--- src/rtl/mm_entry_store.sv ---
// rtl/mm_entry_store.sv - matching-memory entry array with match compare, write/fire-delete and output port
//
// Holds waiting operand packets as {key, data, valid} entries. Every incoming
// key is compared against all entries at once (FIRE). An external controller
// registers FIRE/VALID/MF on the transfer edge and returns WR_E/DEL/ADDR during
// the following cycle, while the packet sits in the single S2 stage.
// S2 then either writes the packet into a free entry, or pairs it with the
// stored partner and deletes that entry, or passes a bypass packet through.
//
// Ports:
//   CP, MR           clock (rising edge) / asynchronous active-high reset
//   IN_V, IN_RDY     input handshake, transfer = IN_V & IN_RDY
//   IN_MF            1: packet must be matched, 0: bypass
//   IN_KEY, IN_DATA  incoming key and operand
//   FIRE             per-entry hit vector for the current input
//   VALID            entry occupied bits
//   MF               accepted match-required packet, to controller
//   WR_E, DEL, ADDR  registered controller strobes and entry address
//   OUT_V, OUT_ACK   output handshake, transfer = OUT_V & OUT_ACK
//   OUT_PAIR         1: matched pair, 0: bypass
//   OUT_KEY          packet key
//   OUT_DATA_S       stored partner operand (0 for bypass)
//   OUT_DATA_I       incoming operand
//   OVF              sticky: write to an already-valid entry
module mm_entry_store #(
  parameter int ENTRIES = 64,
  parameter int ADDR_W  = 6,
  parameter int KEY_W   = 16,
  parameter int DATA_W  = 16
) (
  input  logic               CP,
  input  logic               MR,
  input  logic               IN_V,
  output logic               IN_RDY,
  input  logic               IN_MF,
  input  logic [KEY_W-1:0]   IN_KEY,
  input  logic [DATA_W-1:0]  IN_DATA,
  output logic [ENTRIES-1:0] FIRE,
  output logic [ENTRIES-1:0] VALID,
  output logic               MF,
  input  logic               WR_E,
  input  logic               DEL,
  input  logic [ADDR_W-1:0]  ADDR,
  output logic               OUT_V,
  input  logic               OUT_ACK,
  output logic               OUT_PAIR,
  output logic [KEY_W-1:0]   OUT_KEY,
  output logic [DATA_W-1:0]  OUT_DATA_S,
  output logic [DATA_W-1:0]  OUT_DATA_I,
  output logic               OVF
);

  // Entry storage. Key/data are never reset; VALID alone defines occupancy.
  logic [KEY_W-1:0]   key_mem  [ENTRIES];
  logic [DATA_W-1:0]  data_mem [ENTRIES];
  logic [ENTRIES-1:0] valid_q;

  // S2: packet accepted last cycle, waiting for the controller's decision.
  logic               s2_v;
  logic               s2_mf;
  logic               s2_hit;
  logic [KEY_W-1:0]   s2_key;
  logic [DATA_W-1:0]  s2_data;

  // Output register.
  logic               out_v;
  logic               out_pair;
  logic [KEY_W-1:0]   out_key;
  logic [DATA_W-1:0]  out_data_s;
  logic [DATA_W-1:0]  out_data_i;
  logic               ovf_q;

  logic [ENTRIES-1:0] fire;
  logic               any_hit;
  logic               full;
  logic               out_busy;
  logic               in_rdy;
  logic               xfer;
  logic               do_write;
  logic               do_pair;
  logic               do_bypass;

  // Associative compare of the incoming key against every occupied entry.
  always_comb begin
    fire = '0;
    for (int i = 0; i < ENTRIES; i++) begin
      fire[i] = valid_q[i] & (key_mem[i] == IN_KEY) & IN_V & IN_MF;
    end
  end

  assign any_hit  = |fire;
  assign full     = &valid_q;
  // Output slot counts as free if it is being acked this cycle.
  assign out_busy = out_v & ~OUT_ACK;

  // Accepting only with S2 empty and the output slot free guarantees that the
  // S2 result always has somewhere to go one cycle later, so S2 never stalls.
  // When full, only a new-key match packet has nowhere to go and must wait.
  assign in_rdy = ~s2_v & ~out_busy & (~IN_MF | ~full | any_hit);
  assign xfer   = IN_V & in_rdy;

  // Controller strobes only mean something while S2 holds a packet of the
  // matching kind; idle DEL=1 and stray WR_E are ignored here.
  assign do_write  = s2_v & s2_mf & ~s2_hit & WR_E;
  assign do_pair   = s2_v & s2_mf & s2_hit & DEL;
  assign do_bypass = s2_v & ~s2_mf;

  always_ff @(posedge CP or posedge MR) begin
    if (MR) begin
      valid_q    <= '0;
      s2_v       <= 1'b0;
      s2_mf      <= 1'b0;
      s2_hit     <= 1'b0;
      s2_key     <= '0;
      s2_data    <= '0;
      out_v      <= 1'b0;
      out_pair   <= 1'b0;
      out_key    <= '0;
      out_data_s <= '0;
      out_data_i <= '0;
      ovf_q      <= 1'b0;
    end else begin
      s2_v <= xfer;
      if (xfer) begin
        s2_mf   <= IN_MF;
        s2_hit  <= any_hit;
        s2_key  <= IN_KEY;
        s2_data <= IN_DATA;
      end

      if (do_write) begin
        valid_q[ADDR] <= 1'b1;
        if (valid_q[ADDR]) begin
          ovf_q <= 1'b1;
        end
      end else if (do_pair) begin
        valid_q[ADDR] <= 1'b0;
      end

      // A load can never coincide with a pending output: in_rdy kept the
      // slot free when this packet was accepted.
      if (do_pair || do_bypass) begin
        out_v      <= 1'b1;
        out_pair   <= do_pair;
        out_key    <= s2_key;
        out_data_s <= do_pair ? data_mem[ADDR] : '0;
        out_data_i <= s2_data;
      end else if (out_v && OUT_ACK) begin
        out_v <= 1'b0;
      end
    end
  end

  // Entry payload write; s2_v is held low by reset so no write occurs under MR.
  always_ff @(posedge CP) begin
    if (do_write) begin
      key_mem[ADDR]  <= s2_key;
      data_mem[ADDR] <= s2_data;
    end
  end

  assign IN_RDY     = in_rdy;
  assign FIRE       = fire;
  assign VALID      = valid_q;
  assign MF         = xfer & IN_MF;
  assign OUT_V      = out_v;
  assign OUT_PAIR   = out_pair;
  assign OUT_KEY    = out_key;
  assign OUT_DATA_S = out_data_s;
  assign OUT_DATA_I = out_data_i;
  assign OVF        = ovf_q;

endmodule

--- config.mk ---
export PLATFORM = sky130hd
export DESIGN_NAME = mm_entry_store
export DESIGN_NICKNAME = d
export VERILOG_FILES = /design/src/rtl/mm_entry_store.sv
export SDC_FILE = /design/constraint.sdc
export NUM_CORES = 2
export LEC_CHECK = 0
export BUFFER_PORTS_ARGS = -buffer_cell sky130_fd_sc_hd__buf_2
export CAP_MARGIN = 10
export CORE_MARGIN = 1.5
export CORE_UTILIZATION = 37
export CTS_CLUSTER_DIAMETER = 120
export CTS_CLUSTER_SIZE = 16
export DETAILED_ROUTE_END_ITERATION = 10
export GPL_TIMING_DRIVEN = 0
export PLACE_DENSITY = 0.52
export SYNTH_ARGS = -nofsm -noshare
export SYNTH_HDL_FRONTEND = slang
export SYNTH_SLANG_ARGS = --single-unit
--- constraint.sdc ---
create_clock -name CP -period 4.5 [get_ports CP]
set_clock_uncertainty 0.05 [all_clocks]
set_input_delay 0 -clock CP [delete_from_list [all_inputs] [get_ports CP]]
set_output_delay 0 -clock CP [all_outputs]
set_load 0.02 [all_outputs]
Word level (Yosys, flattened, before mapping)
Memories as Yosys holds them, arrays and structs flattened.
Index checks and enable logic that the tools add are counted.
{"block": "word_totals", "input_bits": 45, "output_inout_bits": 181, "n_memories": 2, "regBits": 150, "ramBits": 2048, "wordCells": 314}
{"name": "data_mem", "words": 64, "word_bits": 16, "rd": 1, "rd_ports_with_merged_regs": 0, "write_ports": 1, "line_no": "55", "rtl": "logic [DATA_W-1:0] data_mem [ENTRIES];"}
{"name": "key_mem", "words": 64, "word_bits": 16, "rd": 64, "rd_ports_with_merged_regs": 0, "write_ports": 1, "line_no": "54", "rtl": "logic [KEY_W-1:0] key_mem [ENTRIES];"}
{"block": "classes", "n_eq_ne": 64, "mux": 11, "reduce_logical": 8, "order_cmp": 2, "bitwise_logic": 215}
{"op": "== test 16 bit", "count": 64}
{"op": "AND 1 bit", "count": 203}
{"op": "2-to-1 mux 64 bit", "count": 2}
{"op": "AND 64 bit", "count": 1}
{"op": "inverter 64 bit", "count": 1}
{"op": "OR 64 bit", "count": 1}
{"op": "AND reduction 64 bit", "count": 1}
{"op": "OR reduction 64 bit", "count": 1}
{"op": "2-to-1 mux 16 bit", "count": 1}
{"op": "< comparator 6 x 7 -> 1 bit (second input constant)", "count": 1}
{"op": "inverter 1 bit", "count": 7}
{"op": "binary-select mux 1 bit (select 6 bit)", "count": 1}
{"op": "demux 1 bit (select 6 bit)", "count": 1}
{"op": ">= comparator 6 x 1 -> 1 bit (second input constant)", "count": 1}
{"op": "2-to-1 mux 1 bit", "count": 6}
{"op": "nonzero test 2 bit", "count": 2}
{"op": "logical AND 1 bit", "count": 2}
{"op": "OR 1 bit", "count": 2}
{"op": "AND reduction 2 bit", "count": 1}
{"op": "logical OR 1 bit", "count": 1}

Logic depth before layout (Yosys ltp)
{"block": "depth", "depth_word": 9, "ltp_mapped": 15, "depth_no_buf": 9}

Worst setup path before layout
OpenSTA, ideal clock, no wires.
{"block": "synth_timing", "path_type": "in2reg", "start": "in ADDR[3]", "end": "mem data_mem[10][0], enable pin", "stages": 5, "arrival_time_ns": 2.705, "setup_time_ns": 0.421, "path_buffers": 2, "slack_ns": 1.324, "t_required_ns": 4.029, "cell_sequence": "clkbuf_1 > nor3b_1 > nand2_1 > clkbuf_1 > nor2_1"}
{"item": "start: declaration", "line_no": "43", "rtl": "input logic [ADDR_W-1:0] ADDR,"}
{"item": "end: declaration", "line_no": "55"}
No word-level cell before the write port.

Worst setup path after layout
{"block": "layout_timing", "start": "in IN_MF", "end": "reg s2_data[4]"}
{"block": "layout_via", "elab_chain_cells": 5, "word_cells_on_any_way": 70, "classes_between": "bitwise: 69; reduce/logical: 1"}
{"item": "start: declaration", "line_no": "35", "rtl": "input logic IN_MF,"}
{"item": "AND 1 bit or inverter 1 bit (tied branches)", "line_no": "87, 99"}
{"item": "OR reduction 64 bit or OR 1 bit (tied branches)", "line_no": "91, 99"}
{"item": "OR 1 bit (*)", "line_no": "99", "rtl": "assign in_rdy = ~s2_v & ~out_busy & (~IN_MF | ~full | any_hit);"}
{"item": "AND 1 bit (*)", "line_no": "99"}
{"item": "AND 1 bit (*)", "line_no": "100", "rtl": "assign xfer = IN_V & in_rdy;"}
{"item": "end signal: assignment", "line_no": "115", "rtl": "s2_data <= '0;"}
{"item": "end signal: assignment", "line_no": "128", "rtl": "s2_data <= IN_DATA;"}
{"item": "end: declaration", "line_no": "63", "rtl": "logic [DATA_W-1:0] s2_data;"}
Mark *: on every way between the ends. The rest lies on a longest branch, timed or not.
A chain may end at the register's enable or synchronous reset.

==> qor.csv <==
metric;value;unit
maxCapViolCount;0;
worstSetupPathType;input pin to flip-flop;
wirelength;376000;um
top_usage_layer;met2;
htreeDepth;4;
critical-path-max-stage-delay;0.56;ns
gp_congestion;0.934;
vdd_drop_max;0.308;mV
grt_pass1_wl;494000;um
ios;226;
ant_nets;0;
die_h;494;um
track_usage;30.2;%
layout-drive-gt1-share;13.6;%
ff_latch_area;65300;um2
placed_area;97500;um2
io_buffers;218;
clkSinkCount;2198;
via_per_inst;6.11;
syn_area;89200;um2
setup_slack;-0.0655;ns
antenna_found_initial;17;
synth_top_area_share;69.0;%
leakagePower;33.0;nW
initial_core_util;37.1;%
rsz0062_at_grt;false;
grt_start_max_net_pins;87;
grt_use_met1;39.1;%
drv_slew;0;
max_slew_margin;3.28;%
hold_violations;0;
first_global_vias;54100;
cts_buffers;157;
violations;negative setup slack;
grt_use_met2;48.1;%
yosysUniqueCellTypes;54;
crit_path_frequent_cell;buf_2;
final_core_util;42.8;%
synth_seq_area_share;73.2;%
syn_inst;5594;
clock-root-buffer;clkbuf_16;
fmax;0.219;GHz
core;240000;um2
tightest_slew;1.44;ns
startpoint;IN_MF;
areaGrowthSynthToFinish;15.3;%
synth_area_leaders;edfxtp_1 (69%), xor2_1 (9.0%), dfrtp_1 (4.2%);
tns;-0.201;ns
synth_edf_count;2048;
clk_pin_slew;0.08;ns
setup-violations-final;4;
worstPathMaxFanout;10;
final_cell_area;103000;um2
crit_chain;buf_2 > and2_2 > buf_2 > clkdlybuf4s15_2 > buf_2 > nand2_1 > nor4b_2 > nor3_1 > nand4_1 > nor4_4 > buf_4 > a31oi_4 > buf_4 > buf_6 > mux2_4 > dlygate4sd3_1;
synth.ff_latch_count;2198;
nFillCells;21600;
period_share;101;%
syn-num-nets;5639;
cp-start-kind;input pin;
yosys.area.top_type;edfxtp_1;
slowest_stage;dlygate4sd3_1;
wl_per_cell;39.8;um
clockBufferDepth;3;
die_x;494;um
vias;57700;
period_minus_slack;4.57;ns
first_iter_violations;8770;
multiInputGateArea;22800;um2
synth_area_per_cell;15.9;um2
crit_path_end_kind;flip-flop;
nets;6219;
grt_overflow_total;0;
cts_tree;built;
yosys_warnings;0;
async_flop_share;6.82;%
critPathArrivalTime;5.25;ns
hp-start;ADDR[1];
fp-row-count;180;
critical_path_required;5.18;ns
rr_startpoint;key_mem[44][9]$_DFFE_PP_;
use_met3;5.54;%
insertion_delay;0.87;ns
hpwl;249000;um
drt-pass1-iter-count;7;
hold_class;input pin to flip-flop;
p_per_area;431;nW/um2
die_area;244000;um2
status;finished, violations left;
drc_errors;0;
synthFlopType;edfxtp_1;
==> cells in the final DEF (no fill, tap or decap), types with 17 or more instances in the layout <==
| master | Yosys | routed |
|---|---|---|
| nand3_1 | 81 | 81 |
| nor3_1 | 47 | 45 |
| mux2_4 | 28 | 28 |
| a22o_1 | 86 | 86 |
| a31oi_1 | 47 | 47 |
| buf_4 | 62 | 66 |
| buf_2 | 11 | 234 |
| clkbuf_1 | 160 | 208 |
| nand2_1 | 217 | 216 |
| xnor2_1 | 102 | 102 |
| clkbuf_16 | 0 | 161 |
| dfrtp_1 | 150 | 118 |
| dlygate4sd3_1 | 0 | 62 |
| a21oi_1 | 47 | 47 |
| or4_1 | 68 | 66 |
| buf_6 | 31 | 37 |
| o21ai_0 | 129 | 129 |
| buf_16 | 0 | 20 |
| or3_1 | 39 | 39 |
| buf_8 | 8 | 39 |
| nor4_1 | 383 | 375 |
| nor2_4 | 0 | 64 |
| a22oi_1 | 425 | 425 |
| a221oi_1 | 70 | 70 |
| nand4_1 | 176 | 176 |
| buf_1 | 23 | 17 |
| buf_12 | 4 | 84 |
| xor2_1 | 921 | 921 |
| nor2_1 | 127 | 63 |
| edfxtp_1 | 2048 | 2048 |
==> sequential cells by signal (all words and copies together) (netlist names), named ones only <==
| name | flops |
|---|---|
| OVF | 1 |
| OUT_DATA_I | 16 |
| s2_data | 16 |
| data_mem | 1024 |
| OUT_DATA_S | 16 |
| s2_mf | 1 |
| s2_hit | 1 |
| OUT_PAIR | 1 |
| s2_key | 16 |
| OUT_V | 1 |
| s2_v | 1 |
| key_mem | 1024 |
| OUT_KEY | 16 |
==> synthesized netlist by cell type, drive strengths merged, types with 5 or more instances <==
cell type and n:
dfrtp 150, xor2 922, nor3b 9, edfxtp 2048, nand3 81, or3 39
nand2 217, a21oi 47, nand4b 7, nor4b 8, or4 68, xnor2 102
o22ai 14, clkbuf 160, a221oi 70, o21ai 129, a31oi 48, a22oi 425
nand4 176, nor4 385, a31o 5, or2 9, and2 5, nor4bb 5
buf 139, nor2 127, mux2 33, nor3 47, or4b 7, a22o 86
==> where the power goes <==
part,total [W],switching (W),leakage (nW),internal [W]
clock network,0.0140,0.00735,2.16,0.00662
logic,0.00522,0.00390,10.5,0.00132
registers,0.0251,0.00121,20.3,0.0239
==> kinds of logic after synthesis <==
group	after synthesis	share of synthesized area (%)
AOI/OAI and AO/OA	828	6.63
and+or+nand+nor	1211	7.62
buffers and inverters	300	1.97
muxes	33	0.535
xor gates and xnor gates	1024	10.1
DFF	2198	73.2
==> cell type report <==
type / instances / area share, %
plain buffers: 298 / 1.74
well taps: 3185 / 3.87
clock buffers: 223 / 4.14
inverters: 1 / 0.0109
flip-flops and latches: 2198 / 63.5
clock inverters: 16 / 0.210
multi-input cells: 3096 / 22.2
diodes: 7 / 0.0170
repair buffers: 422 / 4.31
==> final timing paths <==
kind / to / slack (ns) / depth (start not counted)
worst max register to register: s2_data[4]$_DFFE_PP0P_ / -0.03 / 12
max in group asynchronous: async pin / 3.11 / 5
worst min register to register: OUT_DATA_I[3]$_DFFE_PP0P_ / 0.42 / 2
worst max-delay path: s2_data[4]$_DFFE_PP0P_ / -0.07 / 16
worst min-delay path: flip-flop / 0.1 / 6
min in group asynchronous: s2_data[3]$_DFFE_PP0P_ / 0.33 / 4
==> repair_timing <==
action,CTS,global route
pin swaps,3,0
hold endpoints to repair,224,0
endpoints found under the setup margin,49,5
buffers inserted,3,0
hold buffers,62,0
gates resized for setup,25,4
==> metrics by stage <==
| step | cells | hold slack (ns) | total power [W] | setup slack (ns) |
|---|---|---|---|---|
| 6_report | 9446 | 0.0976 | 0.0443 | -0.0655 |
| 2_1_floorplan | 5594 | 0.0980 | 0.0270 | 0.414 |
| 5_1_grt | 9440 | 0.114 | 0.0451 | 0.00110 |
| 3_3_place_gp | 8997 | 0.184 | 0.0303 | -2.93 |
| 4_1_cts | 9433 | 0.0219 | 0.0443 | 0.0253 |
| 3_5_place_dp | 9130 | 0.0554 | 0.0306 | -1.52 |
==> critical path, delay by kind of cell <==
family | cells | cell delay [ns]
simple gates | 6 | 1.86
compound gates | 1 | 0.22
buf+inv | 8 | 2.76
mux | 1 | 0.32
==> per-layer routing <==
metal,vias up,part of all wire (%),wire [um]
met5,-,0.0035,13
met4,2,6.5,24200
met3,794,9.0,33900
met2,3626,46,174000
met1,30200,38,144000
li1,23100,-,-
Note: power is estimated with default switching activity, not from simulation.
